`src/rtl/contador_mod_param.sv`:
```
// Multi-digit modulo-BASE up/down counter with enable, parallel load,
// wrap or saturate at the all-zero / all-max boundary, and a terminal-count pulse.
module contador_mod_param #(
    parameter int unsigned               DIGITS    = 2,
    parameter int unsigned               DIG_W     = 4,
    parameter int unsigned               BASE      = 10,
    parameter logic [DIGITS*DIG_W-1:0]   RESET_VAL = 5,
    parameter bit                        WRAP_MODE = 1'b1
) (
    input  logic                      clk,
    input  logic                      reset,
    input  logic                      en,
    input  logic                      up,
    input  logic                      load,
    input  logic [DIGITS*DIG_W-1:0]   load_val,
    output logic [DIGITS*DIG_W-1:0]   count,
    output logic                      tc,
    output logic                      zero
);

    localparam int unsigned      W        = DIGITS * DIG_W;
    localparam logic [DIG_W-1:0] DIG_MAX  = DIG_W'(BASE - 1);
    localparam logic [DIG_W:0]   BASE_EXT = (DIG_W + 1)'(BASE);

    logic [W-1:0]     count_q, count_d;
    logic             tc_q, tc_d;
    logic [W-1:0]     load_clamped;
    logic [W-1:0]     stepped;
    logic             all_max, all_zero, boundary;
    logic             ripple;
    logic [DIG_W-1:0] dig;

    always_comb begin
        load_clamped = '0;
        for (int unsigned i = 0; i < DIGITS; i++) begin
            if ({1'b0, load_val[i*DIG_W +: DIG_W]} >= BASE_EXT) begin
                load_clamped[i*DIG_W +: DIG_W] = DIG_MAX;
            end else begin
                load_clamped[i*DIG_W +: DIG_W] = load_val[i*DIG_W +: DIG_W];
            end
        end
    end

    // Carry/borrow ripples from digit 0; a full ripple naturally produces the wrap value.
    always_comb begin
        stepped  = count_q;
        ripple   = 1'b1;
        all_max  = 1'b1;
        all_zero = 1'b1;
        dig      = '0;
        for (int unsigned i = 0; i < DIGITS; i++) begin
            dig = count_q[i*DIG_W +: DIG_W];
            if (dig != DIG_MAX) all_max = 1'b0;
            if (dig != '0)      all_zero = 1'b0;
            if (ripple) begin
                if (up) begin
                    if (dig == DIG_MAX) begin
                        stepped[i*DIG_W +: DIG_W] = '0;
                    end else begin
                        stepped[i*DIG_W +: DIG_W] = dig + 1'b1;
                        ripple = 1'b0;
                    end
                end else begin
                    if (dig == '0) begin
                        stepped[i*DIG_W +: DIG_W] = DIG_MAX;
                    end else begin
                        stepped[i*DIG_W +: DIG_W] = dig - 1'b1;
                        ripple = 1'b0;
                    end
                end
            end
        end
        boundary = up ? all_max : all_zero;
    end

    always_comb begin
        count_d = count_q;
        tc_d    = 1'b0;
        if (load) begin
            count_d = load_clamped;
        end else if (en) begin
            tc_d    = boundary;
            count_d = (boundary && !WRAP_MODE) ? count_q : stepped;
        end
    end

    always_ff @(posedge clk or negedge reset) begin
        if (!reset) begin
            count_q <= RESET_VAL;
            tc_q    <= 1'b0;
        end else begin
            count_q <= count_d;
            tc_q    <= tc_d;
        end
    end

    assign count = count_q;
    assign tc    = tc_q;
    assign zero  = (count_q == '0);

endmodule

```
`config.mk`:
```
export PLATFORM = sky130hd
export DESIGN_NAME = contador_mod_param
export DESIGN_NICKNAME = d
export VERILOG_FILES = /design/src/rtl/contador_mod_param.sv
export SDC_FILE = /design/constraint.sdc
export NUM_CORES = 1
export LEC_CHECK = 0
export BUFFER_PORTS_ARGS = -buffer_cell sky130_fd_sc_hd__buf_4
export CAP_MARGIN = 30
export CORE_UTILIZATION = 30
export DETAILED_ROUTE_END_ITERATION = 6
export SLEW_MARGIN = 5
export SYNTH_ARGS = -nofsm -noshare
export SYNTH_HDL_FRONTEND = slang
export SYNTH_SLANG_ARGS = --single-unit
export TNS_END_PERCENT = 50
```
`constraint.sdc`:
```
create_clock -name clk -period 2.6 [get_ports clk]
set_clock_uncertainty 0.1 [all_clocks]
set_input_delay 0.26 -clock clk [delete_from_list [all_inputs] [get_ports clk]]
set_output_delay 0.26 -clock clk [all_outputs]
set_load 0.01 [all_outputs]
```
======== Yosys cells after proc, flatten, opt, wreduce, memory -nomap -nowiden ========
Cells that the tools add are included.
storage, ports and cells
  flip-flop bits (word level) ............. 9
  latch bits .............................. 0
  RAM bits ................................ 0
  bits in read-only memories .............. 0
  output and inout bits ................... 10
  logic and storage cells ................. 42
  memories ................................ 0
operators by class
  add/subtract/negate cells ............... 4
  multipliers ............................. 0
  divide/modulo/power cells ............... 0
  $lt $le $gt $ge ......................... 2
  equality and inequality tests ........... 4
  shift operators ......................... 0
  muxes and demuxes ....................... 21
  bitwise logic cells ..................... 0
  reduce and logical (&&, ||, !) cells .... 8
operators with widths
  operator               number
  $mux W4                9
  $mux W8                2
  $mux W1                10
  $add A4 B1 Y4 const B  2
  $eq A4 B4 Y1 const B   2
  $ge A4 B4 Y1 const B   2
  $logic_not A4 Y1       2
  $logic_not A8 Y1       1
  $ne A4 B4 Y1 const B   2
  $reduce_bool A4 Y1     2
  $sub A4 B1 Y4 const B  2
  $reduce_bool A2 Y1     2
  $reduce_and A2 Y1      1

======== Logic depth before layout (Yosys ltp) ========
Gate-level depths: netlist of the first run.
  depth in word-level cells ............... 6
  mapped depth ............................ 6
  depth with buffers taken out ............ 4

======== Worst setup path before layout of the first run ========
Ideal clock, no wire load.
  kind .................................... register to register
  start ................................... register count_q[3] (netlist: count[3])
  end ..................................... register count_q[7] (netlist: count[7])
  library setup time ...................... 135 ps
  arrival time ............................ 1390 ps
  required time ........................... 2365 ps
  slack ................................... 975 ps
  stages on the path, launching flop included .. 6
  buffers on the path ..................... 1
  cell sequence ........................... dfrtp_1 -> buf_6 -> nor3_1 -> o211ai_1 -> a2111oi_0 -> o31ai_1
between the ends
  word-level cells in the longest chain between the ends .. 5
  elaborated cells between the ends (all ways) .. 7
RTL lines
  element                                                  RTL line  text
  start, declared                                          25        logic [W-1:0] count_q, count_d;
  start signal, assigned                                   92        count_q <= count_d;
  $eq A4 B4 Y1 / $logic_not A4 Y1 (equally long branches)  57, 64
  $mux W1, on equally long branches                        57, 64
  $mux W1 (*)                                              56        if (up) begin
  $reduce_bool A2 Y1 (no source line) (*)                  -
  $reduce_and A2 Y1 (no source line) (*)                   -
Mark *: on every way between the ends. The rest lies on a longest branch, timed or not.
A chain may end at the register's enable or synchronous reset.

======== Worst setup path in the final report of the first run ========
  start ................................... register count_q[0] (netlist: count[0])
  end ..................................... register count_q[7] (netlist: count[7])
The elaborated chain is that of the path after synthesis.

==> results.cfg, run 1 <==
[worst_setup_path]
reg2reg_to = count[7]
crit_arrival_ns = 1.86
critPathMaxFanout = 15
crit_cells = 4
reg2reg_from = count[0]
cp.buffers_inverters = 0
worst-setup-path-type = reg2reg
cp.required_ns = 2.63
cpPeakStageDelay_ns = 0.69
crit_end = count[7]
critPathLaunch = count[0]
r2r_slack_ns = 0.77
cp_top_family = flip-flops
crit_slowest_cell = dfstp_2
crit_chain = and3_2, o211ai_1, a2111oi_0, o31ai_1
worstSetupEndpointType = flop
reg2reg_depth = 4
startpoint_type = flop

[synth]
syn_inst = 102
syn_avg_cell_area_sq_um = 8.17
synth-seq-area-share = 0.273
synth.net_count = 115
ys_ff_latch = 9
netlist_area_sq_um = 833
yosys_warnings = 0
yosys.cell_types.count = 41

[timing]
fmax_mhz = 547
post-route-period-util = 0.703
grt_setup_unrepaired = no
drv_slew = 0
fin_crit_ns = 1.83
finalSetupTns_ns = 0
setup_viol = 0
max_slew_margin = 0.708
worst_pin_slew_ns = 0.439
hold_viol_final = 0

[final_layout]
syn2layout_area_growth_pct = 18.6
drive_above_1_share = 0.256
final_common_cell = buf_4
fin_util = 0.388
final_net_count = 131
final_cell_mix = buf_4 (22), nor3_1 (7), o21ai_0 (7), dfrtp_1 (7)
antenna_cells = 0

[global_routing]
grt_usage = 0.152
grt_first_pass_wirelength_mm = 3.28
first_global_vias = 743
grt-busiest-layer = met2
grt_antenna_before_repair = 0
grt_max_degree = 23
grt.overflow.total = 0
use_met1 = 0.200
groute.layer.met3.usage = 0.0111
grtUsageMet2 = 0.247

[cts]
cts_buffers = 3
cts_root_buf = clkbuf_4
cts_setup_buffers = 0
htreeDepth = 1
insertion_delay_ns = 0.25
cts_tree = done
clk_pin_slew_ns = 0.06
postCtsHoldBufs = 1
post_cts_resize_count = 0
cts.sinks = 9
clock_tree.buffer_depth = 2

[floorplanning]
die_area_sq_um = 2990
num_rows = 18
core_sq_um = 2540
die_y_um = 54.7
die_w_um = 54.7
start_util = 0.327
num_io_pins = 23

[route]
route.detailed.drc = 0
drt-total-wl_mm = 1.97
num_vias = 790
firstDrtPassIters = 4
ant_nets = 0
routed_via_density = 5.37
initialDrtViolationCount = 5
detail_route.wl_per_cell_um = 13.4

[power_and_ir_drop]
internal-power_mw = 0.304
vdd_drop_max_mv = 0.338
finalPower_mw = 0.473
power_per_cell_area_nw_per_um2 = 479
switching_share = 0.358
switchingPower_mw = 0.170
seq_power_share = 0.438
total_leakage_power_nw = 0.435
comb_power_share = 0.333
p_clk_frac = 0.229

[place]
io_buffers = 22
place_congestion = 0.749
dp_hpwl_mm = 1.39

[hold_path]
hold_path_startpoint = load_val[7]
hp-class = in2reg

[outcome]
outcome = complete, no violations

[flow_run]
maxCapViolations = 0
synthesized netlist by cell type:
library cell	instances	area share
a221oi_2	1	0.018
xor2_1	1	0.011
inv_1	4	0.018
and3_1	4	0.030
o311ai_0	1	0.011
nor2_1	6	0.027
nor2b_1	1	0.0075
a211oi_1	2	0.018
buf_6	4	0.054
o22ai_1	2	0.015
xnor2_1	5	0.053
a21boi_0	2	0.018
clkbuf_1	3	0.014
clkbuf_2	1	0.0060
o21ai_0	7	0.042
o31ai_1	1	0.0090
nand2b_1	3	0.023
nor3_1	7	0.042
buf_2	3	0.018
nand3_1	2	0.012
or4_1	1	0.0090
mux2i_1	3	0.036
buf_4	1	0.0090
a21oi_1	2	0.012
o211ai_1	1	0.0090
or3_1	1	0.0075
a22oi_1	2	0.018
o21a_1	1	0.0090
nor4b_1	1	0.011
a2111oi_0	2	0.021
nor4_1	2	0.015
dfstp_2	2	0.063
dfrtp_1	7	0.21
o21ai_1	1	0.0060
nand2_1	6	0.027
a31o_2	1	0.011
and3_2	1	0.0090
nand4b_1	2	0.021
o21bai_1	2	0.018
o211a_1	2	0.024
a22o_1	1	0.011
registers in the layout, indices dropped and copies added (netlist names):
register  cells
tc            1
count         8
metrics by stage:
| stage | instances | area [sq um] | worst slack [ns] | hold slack (ns) |
|---|---|---|---|---|
| 6_report | 147 | 988 | 0.773 | 0.132 |
| 4_1_cts | 147 | 988 | 0.757 | 0.129 |
| 3_5_place_dp | 142 | 952 | 0.773 | -0.00748 |
| 3_3_place_gp | 142 | 952 | 0.824 | -0.00876 |
| 5_1_grt | 147 | 988 | 0.631 | 0.128 |
| 2_1_floorplan | 102 | 833 | 0.975 | -0.136 |
layout make-up:
cell class / instances / area, sq um
fill: 277 / 1560
clock buffer: 4 / 26.3
multi-input combinational: 77 / 507
timing repair buffer: 23 / 175
tap: 30 / 37.5
inverter: 4 / 15.0
sequential: 9 / 228
layer usage:
metal	up-vias	part of all wire
li1	402	-
met1	374	0.46
met2	12	0.51
met4	0	0.0051
met3	2	0.025
met5	-	0
cells by family after synthesis:
family,Yosys count,share of synthesized area
and+or+nand+nor,37,0.240
AOI/OAI and AO/OA,31,0.269
buffers and inverters,16,0.119
DFF,9,0.273
xor gates and xnor gates,6,0.0631
muxes,3,0.0360
power by group through the flow:
stage | registers [mW] | logic (mW) | clock network, mW
detailed placement | 0.209 | 0.157 | 0
finish | 0.207 | 0.158 | 0.108
global route | 0.213 | 0.178 | 0.118
floorplan | 0.184 | 0.136 | 0
global placement | 0.208 | 0.155 | 0
CTS | 0.207 | 0.159 | 0.113
how the worst min path moves through the flow:
stage | slack [ns] | endpoint | cells past startpoint
final | 0.13 | count[6] | 2
after global routing | 0.13 | count[6] | 2
after CTS | 0.13 | count[6] | 2
after detailed placement | -0.007 | count[1] | 1
after global placement | -0.009 | count[1] | 1
after floorplan | -0.14 | count[1] | 0
Power figures use the tool's default switching activity.
==> inputs of run 2 (changes only) <==
clock period = 1.86 ns   (was 2.6 ns; I/O delays follow)
==> run 2 against run 1 <==
  * Global-route usage shrank 0.58 points
  * Core utilization grew 0.69 points
  * Design area grew 1.8%
  * Register-to-register slack lost 0.65 ns
  * Largest cell class unchanged
  * Via count shrank 0.25%
  * Critical path type unchanged
  * Highest routed layer unchanged
==> results.cfg, run 2 (synthesis results as in run 1) <==
[outcome]
outcome = complete, no violations

[final_layout]
register_area_sq_um = 229
largest_reg_flops = 8
syn2layout_area_growth_pct = 20.7
stdcell_count = 149
multi_input_area_sq_um = 508
fill_cells = 279
final_cell_mix = buf_4 (24), nor3_1 (7), o21ai_0 (7)
antenna_cells = 0
fin_util = 0.395
finalInstanceArea_sq_um = 1010
drive_above_1_share = 0.277
final_net_count = 133
final_common_cell = buf_4

[worst_setup_path]
reg2reg_depth = 5
reg2reg_from = count[0]
worst-setup-path-type = reg2reg
cpPeakStageDelay_ns = 0.59
crit_chain = buf_4, xor2_1, a2111oi_0, nor2b_1, o21ai_1
reg2reg_to = count[1]
startpoint_type = flop
cp.buffers_inverters = 1
cp.required_ns = 1.94
crit_arrival_ns = 1.81
r2r_slack_ns = 0.13
crit_slowest_cell = dfstp_2
cp_top_family = compound AO/OA/AOI/OAI gates
worstSetupEndpointType = flop
critPathMaxFanout = 8

[timing]
worst_pin_slew_ns = 0.451
hold_viol_final = 0
fin_crit_ns = 1.73
hold_ws_ns = 0.0597
setup_viol = 0
finalSetupTns_ns = 0
max_slew_margin = 0.691
fmax_mhz = 577
grt_setup_unrepaired = no
post-route-period-util = 0.932
drv_slew = 0
fin_ws_ns = 0.127

[cts]
cts_root_buf = clkbuf_4
cts_buffers = 3
clock_tree.buffer_depth = 2
cts_tree = done
htreeDepth = 1
clk_pin_slew_ns = 0.06
insertion_delay_ns = 0.25
cts.sinks = 9

[place]
io_buffers = 22
dp_hpwl_mm = 1.31
dpl_worst_slack_ns = 0.139
place_area_sq_um = 967
place_congestion = 0.755
dpl.cell_count = 144

[global_routing]
grt_max_degree = 23
grt_first_pass_wirelength_mm = 3.18
grt.overflow.total = 0
first_global_vias = 732
grt_usage = 0.147
grt_antenna_before_repair = 0

[power_and_ir_drop]
total_leakage_power_nw = 0.444
finalPower_mw = 0.664
power_per_cell_area_nw_per_um2 = 660
vdd_drop_max_mv = 0.468

[floorplanning]
num_io_pins = 23
core_sq_um = 2540
die_w_um = 54.7
die_y_um = 54.7
start_util = 0.327
die_area_sq_um = 2990
num_rows = 18

[hold_path]
min_path_cells = 2
hp-class = in2reg
min_to = count[6]
hold_path_startpoint = load_val[7]

[route]
num_vias = 788
initialDrtViolationCount = 15
firstDrtPassIters = 4
ant_nets = 0
routed_via_density = 5.29
detail_route.wl_per_cell_um = 12.3
drt-total-wl_mm = 1.84
route.detailed.drc = 0

[flow_run]
maxCapViolations = 0
## run 2: changes by cell type in the layout (fill, tap and decap cells not counted), sizes merged
| cell | previous run | this run |
|---|---|---|
| buf | 22 | 24 |
## run 2: layout make-up
type,instances,share of cell area
clock buffer,4,0.0261
timing repair buffer,25,0.189
sequential,9,0.228
inverter,4,0.0149
tap,30,0.0373
multi-input combinational,77,0.505
## run 2: layer usage
layer | share of wire | GRT usage | routed length, um
met1 | 0.50 | 0.209 | 909
met2 | 0.46 | 0.223 | 852
met3 | 0.032 | 0.0111 | 59
met4 | 0.0071 | 0.0641 | 13
met5 | 0 | 0 | 0
## run 2: worst max-delay path by stage
stage / cells past startpoint / to / startpoint
finish: 5 / count[1] / count[0]
global route: 4 / zero / count[3]
CTS: 4 / count[7] / count[0]
detailed placement: 4 / count[7] / count[0]
global placement: 4 / count[7] / count[0]
floorplan: 5 / count[7] / count[3]
## run 2: timing repair
item	in CTS	in global routing
hold buffers	1	0
endpoints found under the setup margin	0	2
buffers inserted	0	0
hold endpoints to repair	9	0
resized for setup	0	2
## run 2: power by group
part	switching, mW	internal, mW	leakage, nW
Combinational	0.113	0.128	0.322
Clock	0.0628	0.0823	0.0150
Sequential	0.0559	0.223	0.107
